--- config.mk ---
export PLATFORM = sky130hd
export DESIGN_NAME = shape_write_ctrl
export DESIGN_NICKNAME = d
export VERILOG_FILES = /design/src/rtl/shape_write_pkg.sv /design/src/rtl/byte_timeout_timer.sv /design/src/rtl/shape_write_ctrl.sv
export SDC_FILE = /design/constraint.sdc
export NUM_CORES = 1
export LEC_CHECK = 0
export BUFFER_PORTS_ARGS = -buffer_cell sky130_fd_sc_hd__buf_2
export CORE_MARGIN = 4
export CORE_UTILIZATION = 50
export DETAILED_ROUTE_END_ITERATION = 10
export GPL_TIMING_DRIVEN = 0
export PLACE_DENSITY = 0.73
export REMOVE_ABC_BUFFERS = 1
export SYNTH_ARGS = -nofsm -noshare
export SYNTH_HDL_FRONTEND = slang
export SYNTH_HIERARCHICAL = 1
export SYNTH_SLANG_ARGS = --single-unit
--- constraint.sdc ---
create_clock -name clk -period 2.1 [get_ports clk]
set_input_delay 0.42 -clock clk [delete_from_list [all_inputs] [get_ports clk]]
set_output_delay 0.42 -clock clk [all_outputs]
set_load 0.02 [all_outputs]
--- src/rtl/shape_write_pkg.sv ---
// Shared types and constants for the shape register write sequencer.
// Optional feature macro: UART_CHECKSUM_EN (adds the CHECK state and XOR byte).
package shape_write_pkg;

    localparam int         PAYLOAD_BYTES     = 5;
    localparam int         FIELD_W           = 12;
    localparam logic [7:0] DEFAULT_SYNC_BYTE = 8'hA5;

    // Frame decoder states; CHECK only exists when the checksum byte is expected
    typedef enum logic [1:0] {
        ST_IDLE    = 2'd0,
        ST_COLLECT = 2'd1,
`ifdef UART_CHECKSUM_EN
        ST_CHECK   = 2'd2,
`endif
        ST_ISSUE   = 2'd3
    } state_t;

endpackage

--- src/rtl/byte_timeout_timer.sv ---
// Inter-byte watchdog: counts enabled cycles since the last clear and flags
// expiry on the cycle the count reaches TIMEOUT_CYCLES-1.
module byte_timeout_timer #(
    parameter int TIMEOUT_CYCLES = 100000
) (
    input  logic clk,
    input  logic rst_n,
    input  logic clr,
    input  logic en,
    output logic expire
);

    localparam int                CNT_W    = $clog2(TIMEOUT_CYCLES);
    localparam logic [CNT_W-1:0]  CNT_LAST = CNT_W'(TIMEOUT_CYCLES - 1);

    logic [CNT_W-1:0] cnt_q;
    logic [CNT_W-1:0] cnt_d;

    // Expiry is only meaningful while the owner is waiting for a byte
    assign expire = en && (cnt_q == CNT_LAST);

    // Next count: clear wins, otherwise count up and hold at the last value
    always_comb begin
        // NOTE: every variable written here gets a default first so no latch is inferred.
        cnt_d = cnt_q;
        if (clr) begin
            cnt_d = '0;
        end else if (en && (cnt_q != CNT_LAST)) begin
            cnt_d = cnt_q + 1'b1;
        end
    end

    // Counter register
    always_ff @(posedge clk or negedge rst_n) begin
        // NOTE: sequential state uses non-blocking assignments so all flops update together.
        if (!rst_n) begin
            cnt_q <= '0;
        end else begin
            cnt_q <= cnt_d;
        end
    end

endmodule

--- src/rtl/shape_write_ctrl.sv ---
// Frame decoder and write sequencer: hunts for SYNC_BYTE, packs the five
// payload bytes into shape/register/data fields and issues one handshaked write.
// Optional feature macro: UART_CHECKSUM_EN (XOR checksum byte after B4).
module shape_write_ctrl
    import shape_write_pkg::*;
#(
    parameter int         TIMEOUT_CYCLES = 100000,
    parameter logic [7:0] SYNC_BYTE      = DEFAULT_SYNC_BYTE
) (
    input  logic               clk,
    input  logic               rst_n,
    input  logic [7:0]         rx_data,
    input  logic               rx_valid,
    output logic [FIELD_W-1:0] wr_shape_addr,
    output logic [FIELD_W-1:0] wr_reg_addr,
    output logic [FIELD_W-1:0] wr_data,
    output logic               wr_valid,
    input  logic               wr_ready,
    output logic               busy,
    output logic               frame_err,
    output logic               overrun,
    output logic [15:0]        frame_count
);

    localparam logic [2:0] LAST_IDX = 3'(PAYLOAD_BYTES - 1);

    state_t             state_q, state_d;
    logic [2:0]         idx_q, idx_d;
    logic [FIELD_W-1:0] shape_addr_q, shape_addr_d;
    logic [FIELD_W-1:0] reg_addr_q, reg_addr_d;
    logic [FIELD_W-1:0] data_q, data_d;
    logic               wr_valid_q, wr_valid_d;
    logic               busy_q, busy_d;
    logic               frame_err_q, frame_err_d;
    logic               overrun_q, overrun_d;
    logic [15:0]        frame_count_q, frame_count_d;
    logic               tmr_clr, tmr_en, tmr_expire;
`ifdef UART_CHECKSUM_EN
    logic [7:0]         csum_q, csum_d;
`endif

    byte_timeout_timer #(
        .TIMEOUT_CYCLES(TIMEOUT_CYCLES)
    ) u_timer (
        .clk   (clk),
        .rst_n (rst_n),
        .clr   (tmr_clr),
        .en    (tmr_en),
        .expire(tmr_expire)
    );

    // Next-state, field assembly, timer control and registered-output values
    always_comb begin
        state_d       = state_q;
        idx_d         = idx_q;
        shape_addr_d  = shape_addr_q;
        reg_addr_d    = reg_addr_q;
        data_d        = data_q;
        frame_err_d   = 1'b0;
        overrun_d     = 1'b0;
        frame_count_d = frame_count_q;
        tmr_clr       = 1'b0;
        tmr_en        = 1'b0;
`ifdef UART_CHECKSUM_EN
        csum_d        = csum_q;
`endif

        case (state_q)
            ST_IDLE: begin
                if (rx_valid && (rx_data == SYNC_BYTE)) begin
                    state_d = ST_COLLECT;
                    idx_d   = '0;
                    tmr_clr = 1'b1;
`ifdef UART_CHECKSUM_EN
                    csum_d  = '0;
`endif
                end
            end

            ST_COLLECT: begin
                tmr_en = 1'b1;
                // A byte arriving on the expiry cycle still counts
                if (rx_valid) begin
                    tmr_clr = 1'b1;
`ifdef UART_CHECKSUM_EN
                    csum_d  = csum_q ^ rx_data;
`endif
                    case (idx_q)
                        3'd0: shape_addr_d[11:4] = rx_data;
                        3'd1: begin
                            shape_addr_d[3:0] = rx_data[7:4];
                            reg_addr_d[11:8]  = rx_data[3:0];
                        end
                        3'd2: reg_addr_d[7:0] = rx_data;
                        3'd3: data_d[11:4]    = rx_data;
                        default: data_d[3:0]  = rx_data[7:4];
                    endcase
                    if (idx_q == LAST_IDX) begin
`ifdef UART_CHECKSUM_EN
                        state_d = ST_CHECK;
`else
                        state_d = ST_ISSUE;
`endif
                    end else begin
                        idx_d = idx_q + 3'd1;
                    end
                end else if (tmr_expire) begin
                    frame_err_d = 1'b1;
                    state_d     = ST_IDLE;
                end
            end

`ifdef UART_CHECKSUM_EN
            ST_CHECK: begin
                tmr_en = 1'b1;
                if (rx_valid) begin
                    if (rx_data == csum_q) begin
                        state_d = ST_ISSUE;
                    end else begin
                        frame_err_d = 1'b1;
                        state_d     = ST_IDLE;
                    end
                end else if (tmr_expire) begin
                    frame_err_d = 1'b1;
                    state_d     = ST_IDLE;
                end
            end
`endif

            ST_ISSUE: begin
                // The store owns the handshake; incoming bytes have nowhere to go
                overrun_d = rx_valid;
                if (wr_ready) begin
                    frame_count_d = frame_count_q + 16'd1;
                    state_d       = ST_IDLE;
                end
            end

            default: state_d = ST_IDLE;
        endcase

        wr_valid_d = (state_d == ST_ISSUE);
        busy_d     = (state_d != ST_IDLE);
    end

    // State and output registers
    always_ff @(posedge clk or negedge rst_n) begin
        if (!rst_n) begin
            state_q       <= ST_IDLE;
            idx_q         <= '0;
            shape_addr_q  <= '0;
            reg_addr_q    <= '0;
            data_q        <= '0;
            wr_valid_q    <= 1'b0;
            busy_q        <= 1'b0;
            frame_err_q   <= 1'b0;
            overrun_q     <= 1'b0;
            frame_count_q <= '0;
        end else begin
            state_q       <= state_d;
            idx_q         <= idx_d;
            shape_addr_q  <= shape_addr_d;
            reg_addr_q    <= reg_addr_d;
            data_q        <= data_d;
            wr_valid_q    <= wr_valid_d;
            busy_q        <= busy_d;
            frame_err_q   <= frame_err_d;
            overrun_q     <= overrun_d;
            frame_count_q <= frame_count_d;
        end
    end

`ifdef UART_CHECKSUM_EN
    // Running XOR of the payload bytes
    always_ff @(posedge clk or negedge rst_n) begin
        if (!rst_n) begin
            csum_q <= '0;
        end else begin
            csum_q <= csum_d;
        end
    end
`endif

    assign wr_shape_addr = shape_addr_q;
    assign wr_reg_addr   = reg_addr_q;
    assign wr_data       = data_q;
    assign wr_valid      = wr_valid_q;
    assign busy          = busy_q;
    assign frame_err     = frame_err_q;
    assign overrun       = overrun_q;
    assign frame_count   = frame_count_q;

endmodule

==> results of run 1 <==
[synthesized netlist by cell type (all sizes together)]
| library cell | n | share of area [%] |
|---|---|---|
| and3 | 2 | 0.36 |
| buf | 4 | 0.60 |
| xnor2 | 23 | 5.7 |
| nand2b | 1 | 0.18 |
| nand3b | 1 | 0.57 |
| mux2 | 40 | 13 |
| clkbuf | 1 | 0.14 |
| and2 | 3 | 0.53 |
| a21o | 2 | 0.43 |
| nor4 | 4 | 0.89 |
| nand3 | 16 | 2.4 |
| mux2i | 2 | 0.57 |
| inv | 11 | 1.2 |
| and2b | 2 | 0.46 |
| and4bb | 1 | 0.46 |
| and4 | 3 | 0.75 |
| dfrtp | 78 | 55 |
| nand4 | 13 | 2.5 |
| nor2 | 25 | 2.8 |
| xor2 | 2 | 0.50 |
| nor2b | 3 | 0.53 |
| a21oi | 2 | 0.28 |
| nand2 | 14 | 1.7 |
| nor4b | 1 | 0.67 |
| nor3 | 5 | 0.71 |
| nor4bb | 3 | 1.3 |
| a41oi | 2 | 1.0 |
| ha | 7 | 2.5 |
| o21ai | 5 | 0.71 |
| a31oi | 1 | 0.18 |
| a31o | 1 | 0.25 |
| o311ai | 2 | 0.50 |
| o21bai | 1 | 0.21 |
| nor3b | 1 | 0.21 |
[flip-flops by register name, summed over array words and instances, names as in the netlist]
signal	flops
busy	1
state_q	2
u_timer/cnt_q	17
wr_shape_addr	12
wr_valid	1
frame_count	16
idx_q	3
wr_data	12
frame_err	1
overrun	1
wr_reg_addr	12
[layer usage]
metal  vias to the layer above  routed length, um  track usage (%)
met1                      1174               3120             22.5
met4                         0                 89             5.69
met2                        66               3220             26.6
met5                         -                  0                0
met3                         8                530             6.89
li1                       1142                  -                -
[logic make-up (layout without fill, tap and decap cells)]
family,after synthesis,after routing
flip-flops,78,78
AO/OA/AOI/OAI,16,16
multiplexers,42,42
buffers and inverters,16,93
XOR/XNOR,25,25
adder cells (fa/ha/maj),7,7
AND/OR/NAND/NOR,98,99
[timing repair]
item                                    CTS  global route
gates resized for setup                   2             4
endpoints found under the setup margin    4             2
cloned                                    0             1
pin swaps                                 0             1
hold buffers                              0             0
[power by group]
group | internal (mW) | total [mW] | switching [mW] | leakage, nW
Sequential | 1.96 | 2.26 | 0.306 | 1.00
Combinational | 0.815 | 1.96 | 1.14 | 0.884
Clock | 0.687 | 1.20 | 0.514 | 0.104
Total | 3.46 | 5.42 | 1.96 | 1.99
[area by class of cell]
class                   count  area, um^2
multi-input cells         189        1530
clock buffers              10         138
fillers                   579        2620
repair buffers             68         358
flip-flops and latches     78        1950
well taps                  96         120
clock inverters             4        72.6
inverters                  11        41.3
[metrics by stage]
stage	TNS [ns]	total power [mW]
finish	0	5.42
global route	0	5.78
CTS	0	5.46
detailed placement	-1.11	4.24
global placement	-1.25	4.17
floorplan	0	3.57
[worst max-delay path by stage]
stage | from | endpoint | slack, ns | cells after the start
after global placement | rx_valid | u_timer/cnt_q[3] | -0.42 | 6
after global routing | state_q[1] | u_timer/cnt_q[3] | 0.02 | 5
after detailed placement | rx_valid | u_timer/cnt_q[3] | -0.38 | 6
after floorplan | state_q[0] | u_timer/cnt_q[3] | 0.17 | 5
after CTS | state_q[1] | u_timer/cnt_q[3] | 0.01 | 5
final | state_q[1] | u_timer/cnt_q[3] | 0.15 | 5
[worst max-delay path, delay by kind of cell, from the launching register on]
family,cells,cell delay [ns]
muxes,1,0.28
DFF,1,0.50
and+or+nand+nor,4,1.06
==> flow_summary.ini, run 1 <==
[clock_tree]
cts.sinks = 78
clk_pin_slew_ns = 0.08
cts_buffer_depth = 2
cts_tree = done
h-tree-depth = 3
cts_setup_buffers = 0
clock_latency_ns = 0.34
clock-root-buffer = clkbuf_8
cts_inserted_buffers = 9

[timing]
rsz0062_at_grt = false
setup_ws_ns = 0.146
skew_ns = 0.0106
tightest_slew_ns = 0.516
hold_slack_ns = 0.0473
slew_violations = 0
finalCritPeriodShare_pct = 93.0
finalSetupViolations = 0
maxSlewHeadroom_pct = 65.6
period_needed_ns = 1.95
max_freq_mhz = 512
hold_viol_final = 0

[synth]
synthAdderAreaFrac_pct = 2.49
avgSynthCellArea_um2 = 12.5
synth-seq-cells = 78
synth_xor_area_share_pct = 6.22
synth_warnings = 6
synth_top_family_by_area = simple AND/OR/NAND/NOR gates
syn-cell-area_mm2 = 0.00352
synthSimpleGateAreaFrac_pct = 17.0
synthMuxAreaShare_pct = 13.4
ys_seq_area_share_pct = 55.4
synth_cell_types = 45
netlist_instances = 282
synth_compound_area_share_pct = 3.59

[placed_design]
dpl.cell_count = 441
dp_hpwl_um = 4970
dpl_worst_slack_ns = -0.377
io_buffers = 67
placed_area_mm2 = 0.00397
place_congestion = 0.825

[setup_path]
path_max_fanout = 11
r2r-start = state_q[1]
slowest_delay_ns = 0.50
worstSetupPathType = flip-flop to flip-flop
path_cells = nor4bb_2 -> nand3_2 -> nand2_4 -> and2b_2 -> mux2_1
crit_arrival_ns = 2.17
r2r_slack_ns = 0.15
required_ns = 2.32
endpoint_kind = flip-flop
slowest_stage = dfrtp_1
r2r.worst_path.cells = 5
critPathLaunchType = flip-flop
reg2reg_to = u_timer/cnt_q[3]

[cells_and_area]
area_growth_syn_to_layout_pct = 19.5
final_cell_mix = dfrtp_1, buf_2, mux2_2, nor2_1, xnor2_1
diodes = 0
drive_above_1_share_pct = 38.6
layout.nets = 376
postLayoutCellArea_mm2 = 0.00421
fin_cells = 456
final_common_cell = dfrtp_1
final_core_util_pct = 61.6

[global_routing]
grt_pass1_vias = 2410
track_usage_pct = 17.3
grt_max_degree = 41
antenna_found_initial = 0
grt_first_pass_wirelength_um = 11700
grt-ovfl-total = 0

[route]
drc = 0
dr.pass1.iters = 4
drt_iter0_drc = 123
ant_nets = 0
totalWireLength_um = 6950
vias = 2390
wire_per_inst_um = 15.2
vias_per_cell = 5.24

[floorplan]
initial_utilization_pct = 51.6
coreArea_mm2 = 0.00683
ios = 68
dieArea_mm2 = 0.00845
rows = 30
die_x_um = 91.9
die_height_um = 91.9

[flow_run]
maxCapViolations = 0

[pwr]
peakVddDrop_v = 0.00101
p_leak_nw = 1.99
powerDensity_mw_per_mm2 = 1290

[outcome]
outcome = finished, final reports clean

[worst_hold_path]
holdCritPathClass = primary input to asynchronous set/reset pin
Power figures use the tool's default switching activity.
==> run 2, diff against run 1 <==
- BUFFER_PORTS_ARGS: -buffer_cell sky130_fd_sc_hd__buf_2 -> default
- DONT_BUFFER_PORTS: default -> 1
- PLACE_DENSITY: 0.73 -> default
==> run 2 against run 1 <==
  * The run now ends with negative hold slack left
  * Via count fell by 12%
  * Flip-flop and latch count did not move
  * Power fell by 6.0%
  * Clock-buffer cell count rose by 1
  * Non-clock buffer count fell by 66
  * Critical path depth did not move
  * Largest power group unchanged
  * Highest routed layer unchanged
==> flow_summary.ini, run 2 (same netlist as run 1, synthesis figures left out) <==
[pwr]
power.internal_mw = 3.23
pwr-share-clk_pct = 25.1
total_power_mw = 5.10
netSwitchingFraction_pct = 36.5
pwr-share-comb_pct = 19.5
p_leak_nw = 1.70
sequentialPowerShare_pct = 55.4
p_sw_mw = 1.86
peakVddDrop_v = 0.000830
powerDensity_mw_per_mm2 = 1310

[placed_design]
dpl_worst_slack_ns = -0.343
placed_area_mm2 = 0.00362
dp_hpwl_um = 4450
place_congestion = 0.765
io_buffers = 0

[setup_path]
r2r-start = state_q[1]
critPathLaunchType = flip-flop
r2r_slack_ns = 0.14
endpoint_kind = flip-flop
worstSetupPathType = flip-flop to flip-flop
r2r.worst_path.cells = 5
setup.worst_path.start = state_q[1]
path_max_fanout = 21
reg2reg_to = u_timer/cnt_q[3]
crit_arrival_ns = 2.19
required_ns = 2.33
crit_end = u_timer/cnt_q[3]

[flow_run]
maxCapViolations = 0

[floorplan]
die_x_um = 91.9
dieArea_mm2 = 0.00845
die_height_um = 91.9
initial_utilization_pct = 51.6
rows = 30
ios = 68
coreArea_mm2 = 0.00683

[clock_tree]
clk_pin_slew_ns = 0.08
h-tree-depth = 3
cts_tree = done
cts_inserted_buffers = 9
clock-root-buffer = clkbuf_8
cts.sinks = 78
cts_buffer_depth = 2
clock_latency_ns = 0.35

[timing]
tightest_slew_ns = 0.634
finalCritPeriodShare_pct = 93.5
finalSetupViolations = 0
period_needed_ns = 1.96
skew_ns = 0.00891
setup_ws_ns = 0.136
maxSlewHeadroom_pct = 57.3
rsz0062_at_grt = false
hold_viol_final = 78
slew_violations = 0
hold_slack_ns = -0.242
max_freq_mhz = 509

[global_routing]
grt_max_degree = 79
grt_use_met3_pct = 5.17
met2_usage_pct = 26.1
grt_first_pass_wirelength_um = 11100
antenna_found_initial = 0
grt_pass1_vias = 2241
grt-ovfl-total = 0
track_usage_pct = 16.6
use_met1_pct = 21.2
top_usage_layer = met2

[route]
wire_per_inst_um = 16.8
drt_iter0_drc = 84
dr.pass1.iters = 4
drc = 0
totalWireLength_um = 6580
vias = 2104
ant_nets = 0
vias_per_cell = 5.38

[cells_and_area]
multiInputGateArea_mm2 = 0.00153
final_cell_mix = dfrtp_1, mux2_2, nor2_1, xnor2_1, nand3_1
nFillCells = 605
layout.nets = 309
drive_above_1_share_pct = 25.1
diodes = 0
regMostFlops = u_timer/cnt_q
seqCellArea_mm2 = 0.00195
largest_register_ff_count = 17
postLayoutCellArea_mm2 = 0.00389
final_common_cell = dfrtp_1
area_growth_syn_to_layout_pct = 10.4

[worst_hold_path]
holdCritPathClass = primary input to asynchronous set/reset pin

[outcome]
violations = negative hold slack
outcome = finished with violations
[run 2: power by group through the flow]
stage / Clock, mW / Combinational [mW] / Sequential, mW
after detailed placement: 0 / 0.989 / 2.87
after global routing: 1.38 / 1.13 / 2.90
after CTS: 1.31 / 0.998 / 2.84
after global placement: 0 / 0.955 / 2.85
final: 1.28 / 0.994 / 2.82
after floorplan: 0 / 0.844 / 2.72
[run 2: per-stage QoR]
stage                     utilization (%)  std cells  TNS [ns]
after floorplan                         -        277         0
after global placement               52.9        373    -0.683
after detailed placement             52.9        373    -0.902
after CTS                            56.6        389         0
after global routing                 56.9        391         0
final                                56.9        391         0
[run 2: final cells by class]
cell class	instances	area share, %
inverters	11	1.06
clock inverters	5	2.03
repair buffers	2	0.386
clock buffers	11	3.89
well taps	96	3.09
multi-input cells	188	39.3
flip-flops and latches	78	50.2
[run 2: worst min-delay path by stage]
stage                from           endpoint  cells after the start
finish              rst_n  u_timer/cnt_q[15]                      0
detailed placement  rst_n   u_timer/cnt_q[8]                      0
floorplan           rst_n               busy                      0
global placement    rst_n  u_timer/cnt_q[12]                      0
global route        rst_n   u_timer/cnt_q[8]                      0
CTS                 rst_n   u_timer/cnt_q[8]                      0
[run 2: layer usage]
metal / share of wire [%] / vias up
li1: - / 1005
met1: 45 / 1040
met2: 48 / 49
met3: 6.0 / 10
met4: 1.3 / 0
met5: 0 / -
[run 2: what timing repair did]
action,in CTS,in global routing
resized for setup,4,2
setup buffers,0,2
pin swaps,0,0
endpoints found under the setup margin,5,2
endpoints found under the hold margin,78,78
[run 2: worst max-delay path, stage by stage, from the launching register on]
cell,delay (ns)
dfrtp_1,0.50
nor4bb_2,0.39
nand3_2,0.23
nand2_8,0.21
and2b_2,0.23
mux2_1,0.28
